[config.mk]
export PLATFORM = sky130hd
export DESIGN_NAME = lcd_bus_timing
export DESIGN_NICKNAME = d
export VERILOG_FILES = /design/src/rtl/lcd_pkg.sv /design/src/rtl/lcd_delay_timer.sv /design/src/rtl/lcd_bus_timing.sv
export SDC_FILE = /design/constraint.sdc
export NUM_CORES = 1
export LEC_CHECK = 0
export CORE_MARGIN = 4
export CORE_UTILIZATION = 50
export CTS_BUF_LIST = sky130_fd_sc_hd__clkbuf_8
export DETAILED_ROUTE_END_ITERATION = 6
export PLACE_DENSITY_LB_ADDON = 0.05
export SKIP_CTS_REPAIR_TIMING = 1
export SLEW_MARGIN = 20
export SYNTH_ARGS = -nofsm -noshare
export SYNTH_HDL_FRONTEND = slang
export SYNTH_SLANG_ARGS = --single-unit
[constraint.sdc]
create_clock -name Clock -period 6.67 [get_ports Clock]
set_input_delay 1.334 -clock Clock [delete_from_list [all_inputs] [get_ports Clock]]
set_output_delay 1.334 -clock Clock [all_outputs]
set_load 0.02 [all_outputs]
[src/rtl/lcd_pkg.sv]
// Shared definitions for the LCD bus timing stage: FSM encoding, command codes
// and the power-up init ROM.
package lcd_pkg;

  typedef enum logic [2:0] {
    S_PWRUP,
    S_SETUP,
    S_EN_HI,
    S_WAIT,
    S_IDLE
  } state_t;

  localparam int INIT_LEN = 6;
  localparam int LINE_LEN = 16;

  localparam logic [7:0] CMD_CLEAR = 8'h01;
  localparam logic [7:0] CMD_HOME  = 8'h02;
  localparam logic [7:0] CMD_LINE0 = 8'h80;
  localparam logic [7:0] CMD_LINE1 = 8'hC0;

  // 8-bit bus, 2 lines, display on, entry mode increment
  function automatic logic [7:0] init_rom(input logic [2:0] idx);
    case (idx)
      3'd0, 3'd1, 3'd2: init_rom = 8'h38;
      3'd3:             init_rom = 8'h0C;
      3'd4:             init_rom = CMD_CLEAR;
      3'd5:             init_rom = 8'h06;
      default:          init_rom = 8'h00;
    endcase
  endfunction

  function automatic logic is_long_cmd(input logic rs, input logic [7:0] data);
    is_long_cmd = !rs && (data == CMD_CLEAR || data == CMD_HOME);
  endfunction

endpackage

[src/rtl/lcd_delay_timer.sv]
// Loadable down-counter; holds at zero and reports it. RST_VAL is the count
// loaded by reset so the first state's delay starts without an explicit load.
module lcd_delay_timer #(
  parameter int               CNT_W   = 21,
  parameter logic [CNT_W-1:0] RST_VAL = '0
) (
  input  logic             Clock,
  input  logic             Reset,
  input  logic             load,
  input  logic [CNT_W-1:0] load_val,
  output logic             zero
);

  logic [CNT_W-1:0] count;

  always_ff @(posedge Clock or posedge Reset) begin
    if (Reset) begin
      count <= RST_VAL;
    end else if (load) begin
      count <= load_val;
    end else if (count != '0) begin
      count <= count - 1'b1;
    end
  end

  assign zero = (count == '0);

endmodule

[src/rtl/lcd_bus_timing.sv]
// HD44780-style 8-bit write bus driver with automatic power-up init.
// Optional line auto-wrap is enabled by defining LCD_AUTOWRAP_EN.
module lcd_bus_timing
  import lcd_pkg::*;
#(
  parameter int SETUP_CYC      = 5,
  parameter int EN_HIGH_CYC    = 25,
  parameter int CMD_WAIT_CYC   = 2000,
  parameter int CLEAR_WAIT_CYC = 82000,
  parameter int PWRUP_WAIT_CYC = 2000000,
  parameter int CNT_W          = 21
) (
  input  logic       Clock,
  input  logic       Reset,
  input  logic       in_valid,
  output logic       in_ready,
  input  logic       in_rs,
  input  logic [7:0] in_data,
  output logic       init_done,
  output logic       busy,
  output logic       LCD_RS,
  output logic       LCD_RW,
  output logic       LCD_EN,
  output logic [7:0] LCD_DATA
);

  state_t           state, state_next;
  logic [2:0]       init_idx;
  logic             timer_load;
  logic [CNT_W-1:0] timer_val;
  logic             timer_zero;
  logic             wait_long;
  logic             first_rs;
  logic [7:0]       first_data;
  logic             pend_valid;
  logic [7:0]       pend_data;

  lcd_delay_timer #(
    .CNT_W  (CNT_W),
    .RST_VAL(CNT_W'(PWRUP_WAIT_CYC - 1))
  ) u_timer (
    .Clock   (Clock),
    .Reset   (Reset),
    .load    (timer_load),
    .load_val(timer_val),
    .zero    (timer_zero)
  );

  // The first two 0x38 writes of the init need the long settle time as well
  assign wait_long = is_long_cmd(LCD_RS, LCD_DATA) || (!init_done && init_idx < 3'd2);

`ifdef LCD_AUTOWRAP_EN
  logic [5:0] column;   // characters written since clear/home/line-0 wrap, 0..32
  logic       insert;

  assign insert     = in_rs && (column == 6'(LINE_LEN) || column == 6'(2 * LINE_LEN));
  assign first_rs   = insert ? 1'b0 : in_rs;
  assign first_data = !insert ? in_data :
                      (column == 6'(2 * LINE_LEN)) ? CMD_LINE0 : CMD_LINE1;

  always_ff @(posedge Clock or posedge Reset) begin
    if (Reset) begin
      column     <= '0;
      pend_valid <= 1'b0;
      pend_data  <= 8'h00;
    end else if (state == S_IDLE && in_valid) begin
      if (in_rs) begin
        column <= (column == 6'(2 * LINE_LEN)) ? 6'd1 : column + 6'd1;
      end else if (is_long_cmd(in_rs, in_data)) begin
        column <= '0;
      end
      if (insert) begin
        pend_valid <= 1'b1;
        pend_data  <= in_data;
      end
    end else if (state == S_WAIT && timer_zero) begin
      pend_valid <= 1'b0;
    end
  end
`else
  assign first_rs   = in_rs;
  assign first_data = in_data;
  assign pend_valid = 1'b0;
  assign pend_data  = 8'h00;
`endif

  always_ff @(posedge Clock or posedge Reset) begin
    if (Reset) begin
      state <= S_PWRUP;
    end else begin
      state <= state_next;
    end
  end

  always_comb begin
    state_next = state;
    timer_load = 1'b0;
    timer_val  = '0;
    case (state)
      S_PWRUP: if (timer_zero) begin
        state_next = S_SETUP;
        timer_load = 1'b1;
        timer_val  = CNT_W'(SETUP_CYC - 1);
      end
      S_SETUP: if (timer_zero) begin
        state_next = S_EN_HI;
        timer_load = 1'b1;
        timer_val  = CNT_W'(EN_HIGH_CYC - 1);
      end
      S_EN_HI: if (timer_zero) begin
        state_next = S_WAIT;
        timer_load = 1'b1;
        timer_val  = wait_long ? CNT_W'(CLEAR_WAIT_CYC - 1) : CNT_W'(CMD_WAIT_CYC - 1);
      end
      S_WAIT: if (timer_zero) begin
        if ((!init_done && init_idx != 3'(INIT_LEN - 1)) || pend_valid) begin
          state_next = S_SETUP;
          timer_load = 1'b1;
          timer_val  = CNT_W'(SETUP_CYC - 1);
        end else begin
          state_next = S_IDLE;
        end
      end
      S_IDLE: if (in_valid) begin
        state_next = S_SETUP;
        timer_load = 1'b1;
        timer_val  = CNT_W'(SETUP_CYC - 1);
      end
      default: state_next = S_PWRUP;
    endcase
  end

  always_ff @(posedge Clock or posedge Reset) begin
    if (Reset) begin
      LCD_EN    <= 1'b0;
      LCD_RS    <= 1'b0;
      LCD_DATA  <= 8'h00;
      init_done <= 1'b0;
      init_idx  <= '0;
    end else begin
      LCD_EN <= (state_next == S_EN_HI);
      case (state)
        S_PWRUP: if (timer_zero) begin
          LCD_RS   <= 1'b0;
          LCD_DATA <= init_rom(3'd0);
          init_idx <= '0;
        end
        S_WAIT: if (timer_zero) begin
          if (!init_done) begin
            if (init_idx == 3'(INIT_LEN - 1)) begin
              init_done <= 1'b1;
            end else begin
              init_idx <= init_idx + 3'd1;
              LCD_RS   <= 1'b0;
              LCD_DATA <= init_rom(init_idx + 3'd1);
            end
          end else if (pend_valid) begin
            LCD_RS   <= 1'b1;
            LCD_DATA <= pend_data;
          end
        end
        S_IDLE: if (in_valid) begin
          LCD_RS   <= first_rs;
          LCD_DATA <= first_data;
        end
        default: ;
      endcase
    end
  end

  assign in_ready = (state == S_IDLE);
  assign busy     = (state != S_IDLE);
  assign LCD_RW   = 1'b0;

endmodule
# Word-level counts from Yosys, hierarchy flattened
# Index checks and enable logic that the tools add are counted.
[totals]
ff_bits = 38
out_inout_bits = 14
[op_classes]
addsub = 2
magnitude_cmp = 1
n_eq_ne = 20
muxes = 42
reduce_logical = 19
[ops]
columns = ["cell", "n"]
rows = [
  ["$pmux W17 S5", 1],
  ["$mux W21", 2],
  ["$mux W3", 14],
  ["$mux W8", 5],
  ["$mux W17", 2],
  ["$pmux W6 S4", 1],
  ["$pmux W8 S3", 1],
  ["$logic_not A21 Y1", 1],
  ["$reduce_bool A21 Y1", 1],
  ["$sub A21 B1 Y21 const B", 1],
  ["$eq A3 B2 Y1 const B", 5],
  ["$pmux W3 S5", 1],
  ["$eq A3 B3 Y1 const B", 4],
  ["$mux W1", 11],
  ["$ne A2 B2 Y1 const B", 5],
  ["$eq A8 B1 Y1 const B", 1],
  ["$eq A8 B2 Y1 const B", 1],
  ["$eq A3 B1 Y1 const B", 2],
  ["$logic_not A3 Y1", 2],
  ["$ne A3 B3 Y1 const B", 2],
  ["$pmux W1 S3", 2],
  ["$pmux W3 S2", 1],
  ["$reduce_and A6 Y1", 1],
  ["$reduce_or A3 Y1", 2],
  ["other kinds (10)", 15],
]

# Depth between registers and ports, before layout
[depth]
word_depth = 8
ltp_mapped = 8

# By module
# From an unflattened synthesis, not the netlist that was laid out.
[unflattened]
hier_cells = 251
area_unflattened_um2 = 2473.6
[by_module_without_submodules]
columns = ["mod", "instances", "cells_per_inst", "area_per_inst_um2", "seq_area_each_um2"]
rows = [
  ["lcd_delay_timer", 1, 136, 1367.6, 541.8],
  ["lcd_bus_timing", 1, 115, 1106.1, 425.4],
]

# Least setup slack after synthesis
# No wires, ideal clock.
[synth_timing]
path_type = "register to output"
startpoint = "register state[1]"
endpoint = "output port busy"
arrival_time_ns = 1.415
slack_ns = 3.921
path_stages_with_launch = 4
path_cell_list = "dfrtp_1 > clkbuf_1 > nor3_2 > inv_1"
[synth_via]
elab_chain_cells = 1
[synth_rtl]
columns = ["element", "line_no", "text"]
rows = [
  ["from (decl)", "lcd_bus_timing.sv:27", "state_t state, state_next;"],
  ["from (signal assigned)", "lcd_bus_timing.sv:91", "state <= state_next;"],
  ["$ne A3 B3 Y1", "lcd_bus_timing.sv:172", "assign busy = (state != S_IDLE);"],
  ["to (decl)", "lcd_bus_timing.sv:20", "output logic busy,"],
]
# No other way between the ends.

# Final worst setup path
[layout_timing]
startpoint = "register state[2]"
endpoint = "output port busy"
# Same word-level chain as after synthesis.

==> metrics.txt <==
status=complete, no violations; Worst EP required=5.34 ns; switch share=20.7%; Synth top area share=~28%; largest net degree at the start of global routing=39; Post-synth ARST share=100%; CTS Sinks=38; Tcrit/Tclk final=a little under three fifths; fin cells=310; Clk pwr share=approximately two fifths; DRC Markers=0; CTS tree=built; initial core utilization=between 50% and 60%; critical path class=flop to primary output; Cells after DPL=302; initial antenna violation count=0; antenna cells=0; Top FF cell, synth=dfrtp_1; FMAX=~0.27 GHz; register area share after synthesis=43.1%; Synth warnings=0; CP Data Arrival Time=2.42 ns; share of cells above drive strength 1=approximately an eighth; min Tclk post-route=approximately 3.8 ns; post-synthesis xor/xnor area fraction=5.08%; Switching Power=83.0 uW; adder-cell area share of the yosys netlist=about 3.3%; Area growth syn-to-layout=15.3%; Reg clk slew, reported paths=0.08 ns; Buffers on Ports=24; post-synthesis compound-gate area fraction=19.5%; simple-gate share of the synthesized area=20.5%; total CTS buffers=5; number of vias per cell=a little under 6; multiplexer share of the synthesized area=around 4.1%; crit-path max FO=16; sequential share of power=a little under three fifths; cells after synthesis=~240; CP max stage cell=dfrtp_1; routed length per instance=about 16 um; All-Layer GR Usage=approximately a fifth; Setup violations, final=0; Pint=between 300 and 400 uW; Final Wtd Congestion=around 0.80; IR drop worst, VDD=about 0.00010 V; vias in the first global route=1781; first-pass GRT wire length=approximately 8600 um; Final TNS setup=0 ns; CTS HTree Levels=2; Max Slew Vio Count=0; Power Total=401 uW; buffers plus inverters on the worst setup path=3; logic gate share of total power=approximately 3.1%; # rows=24; Clock Tree Buf Depth=2; first-pass iteration count of the detailed router=5; area of the mapped netlist=~0.0022 mm2; clock latency at the later pin of the worst-skew pair=0.29 ns; largest family of logic cells by synthesized area=simple AND/OR/NAND/NOR gates; worst path cell trace=inv_1 > nor3_2 > inv_1 > clkdlybuf4s50_1; core area=0.00435 mm2; clk_skew=approximately 0.011 ns; total number of vias=roughly 1800; Synth area leader=dfrtp_1; CP dominant cell by count=inv_1; Die Footprint=~0.0056 mm2; Pleak=roughly 1.0 nW; CTS Root Cell=clkbuf_8; die width=75.0 um; WL final=just over 5000 um; HPWL after detailed placement=roughly 3700 um; Final ANT Viol Nets=0; RSZ-0062 raised after global routing=no; Synthesized Nets=about 260; largest stage delay on the critical path=0.66 ns; CP top delay family=buffers and inverters; Max-Cap Viols=0; Core Util, Final=approximately three fifths; Total Nets Final=275; Final Hold Viols=0; initial DRC count=roughly 220; Critical Path Sink Type=primary output; flops & latches, synth=38; IO Pins=26; Cell Pwr Density=155 mW/mm2; Post-synth EDFFs=0; CP startpoint kind=flop; Die H=75.0 um; Netlist cell types=53; Rel. slew slack=between 40% and 50%; Tightest Pin Transition=0.837 ns; hold crit path type=flop to flop; Syn Area/Cell=~9.5 um2; final hold slack=between 0.4 and 0.5 ns; global route total overflow=0; top cells by area, synth=dfrtp_1, dfstp_2, nor2_1, nand2_1, xor2_1
==> synthesized netlist by cell type (all sizes together), types with 8 or more instances <==
cell / n
xor2: 9
dfstp: 13
o21ai: 16
nor2: 24
clkbuf: 8
a21oi: 9
nand2: 21
inv: 9
dfrtp: 25
nor4: 8
==> cell type report <==
type,count,area (um2)
inverters,9,33.8
multi-input cells,178,1180
clock inverters,2,7.51
fillers,375,1770
repair buffers,25,248
flip-flops and latches,38,967
well taps,52,65.1
clock buffers,6,82.6
==> power groups by stage <==
stage               clock, mW  combinational [mW]  sequential (mW)
detailed placement          0              0.0127            0.235
global placement            0              0.0128            0.235
CTS                     0.161              0.0127            0.231
global route            0.171              0.0136            0.231
floorplan                   0             0.00452            0.235
finish                  0.158              0.0125            0.231
==> worst register-to-register path, stage by stage (launching register included) <==
cell	delay [ns]
dfstp_2	0.39
nor4_1	0.52
nand4b_1	0.71
a211oi_1	0.97
o41a_1	0.23
o21ai_0	0.07
==> sequential cells by signal (all words and copies together), names as in the netlist <==
register / flops
u_timer.count: 21
LCD_DATA: 8
init_idx: 3
state: 3
LCD_EN: 1
LCD_RS: 1
init_done: 1
==> cells by family (layout without fill, tap and decap cells) <==
family                   after synthesis  count (layout)
AO/OA/AOI/OAI                         63              63
XOR/XNOR                              13              13
adder cells (fa/ha/maj)                6               6
buffers and inverters                 21              42
flip-flops                            38              38
multiplexers                           8               8
other                                  1               1
AND/OR/NAND/NOR                       87              87
==> layout by cell type (no fill, tap or decap), types with 6 or more instances in the layout <==
| cell type | synthesis | routed |
|---|---|---|
| inv_1 | 9 | 11 |
| nand3_1 | 7 | 7 |
| dfstp_2 | 13 | 13 |
| or3_1 | 6 | 6 |
| nand2_1 | 21 | 21 |
| nor3_1 | 6 | 6 |
| dfrtp_1 | 25 | 25 |
| nor2_1 | 24 | 24 |
| a22oi_1 | 6 | 6 |
| clkbuf_8 | 0 | 6 |
| mux2_2 | 6 | 6 |
| clkdlybuf4s50_1 | 0 | 24 |
| o21ai_0 | 15 | 15 |
| nor4_1 | 7 | 7 |
| ha_1 | 6 | 6 |
| a21oi_1 | 9 | 9 |
| xor2_1 | 9 | 9 |
==> worst paths after layout <==
check / startpoint / endpoint / slack (ns) / depth (start not counted)
max: state[2]$_DFF_PP0_ / busy / 2.91 / 4
min: u_timer.count[20]$_DFFE_PP1P_ / u_timer.count[20]$_DFFE_PP1P_ / 0.47 / 2
min reg2reg: u_timer.count[20]$_DFFE_PP1P_ / u_timer.count[20]$_DFFE_PP1P_ / 0.47 / 2
min in group asynchronous: Reset / LCD_DATA[7]$_DFFE_PP0P_ / 1.47 / 3
max in group asynchronous: Reset / u_timer.count[10]$_DFFE_PP1P_ / 4.85 / 3
max reg2reg: u_timer.count[17]$_DFFE_PP1P_ / u_timer.count[9]$_DFFE_PP0P_ / 3.63 / 5
==> stage by stage <==
stage	worst slack, ns	instance area, um2
after floorplan	3.92	2240
after global placement	3.28	2500
after detailed placement	3.24	2500
after CTS	2.91	2590
after global routing	2.72	2590
final	2.91	2590
==> metal layers <==
| layer | track usage (%) | wire length, um | vias to the layer above |
|---|---|---|---|
| met3 | 4.01 | 230 | 6 |
| met5 | 0 | 0 | - |
| met2 | 29.0 | 2220 | 52 |
| met1 | 31.1 | 2560 | 867 |
| met4 | 4.15 | 40 | 0 |
| li1 | - | - | 923 |
No activity file was read; power rests on OpenSTA's default activity.
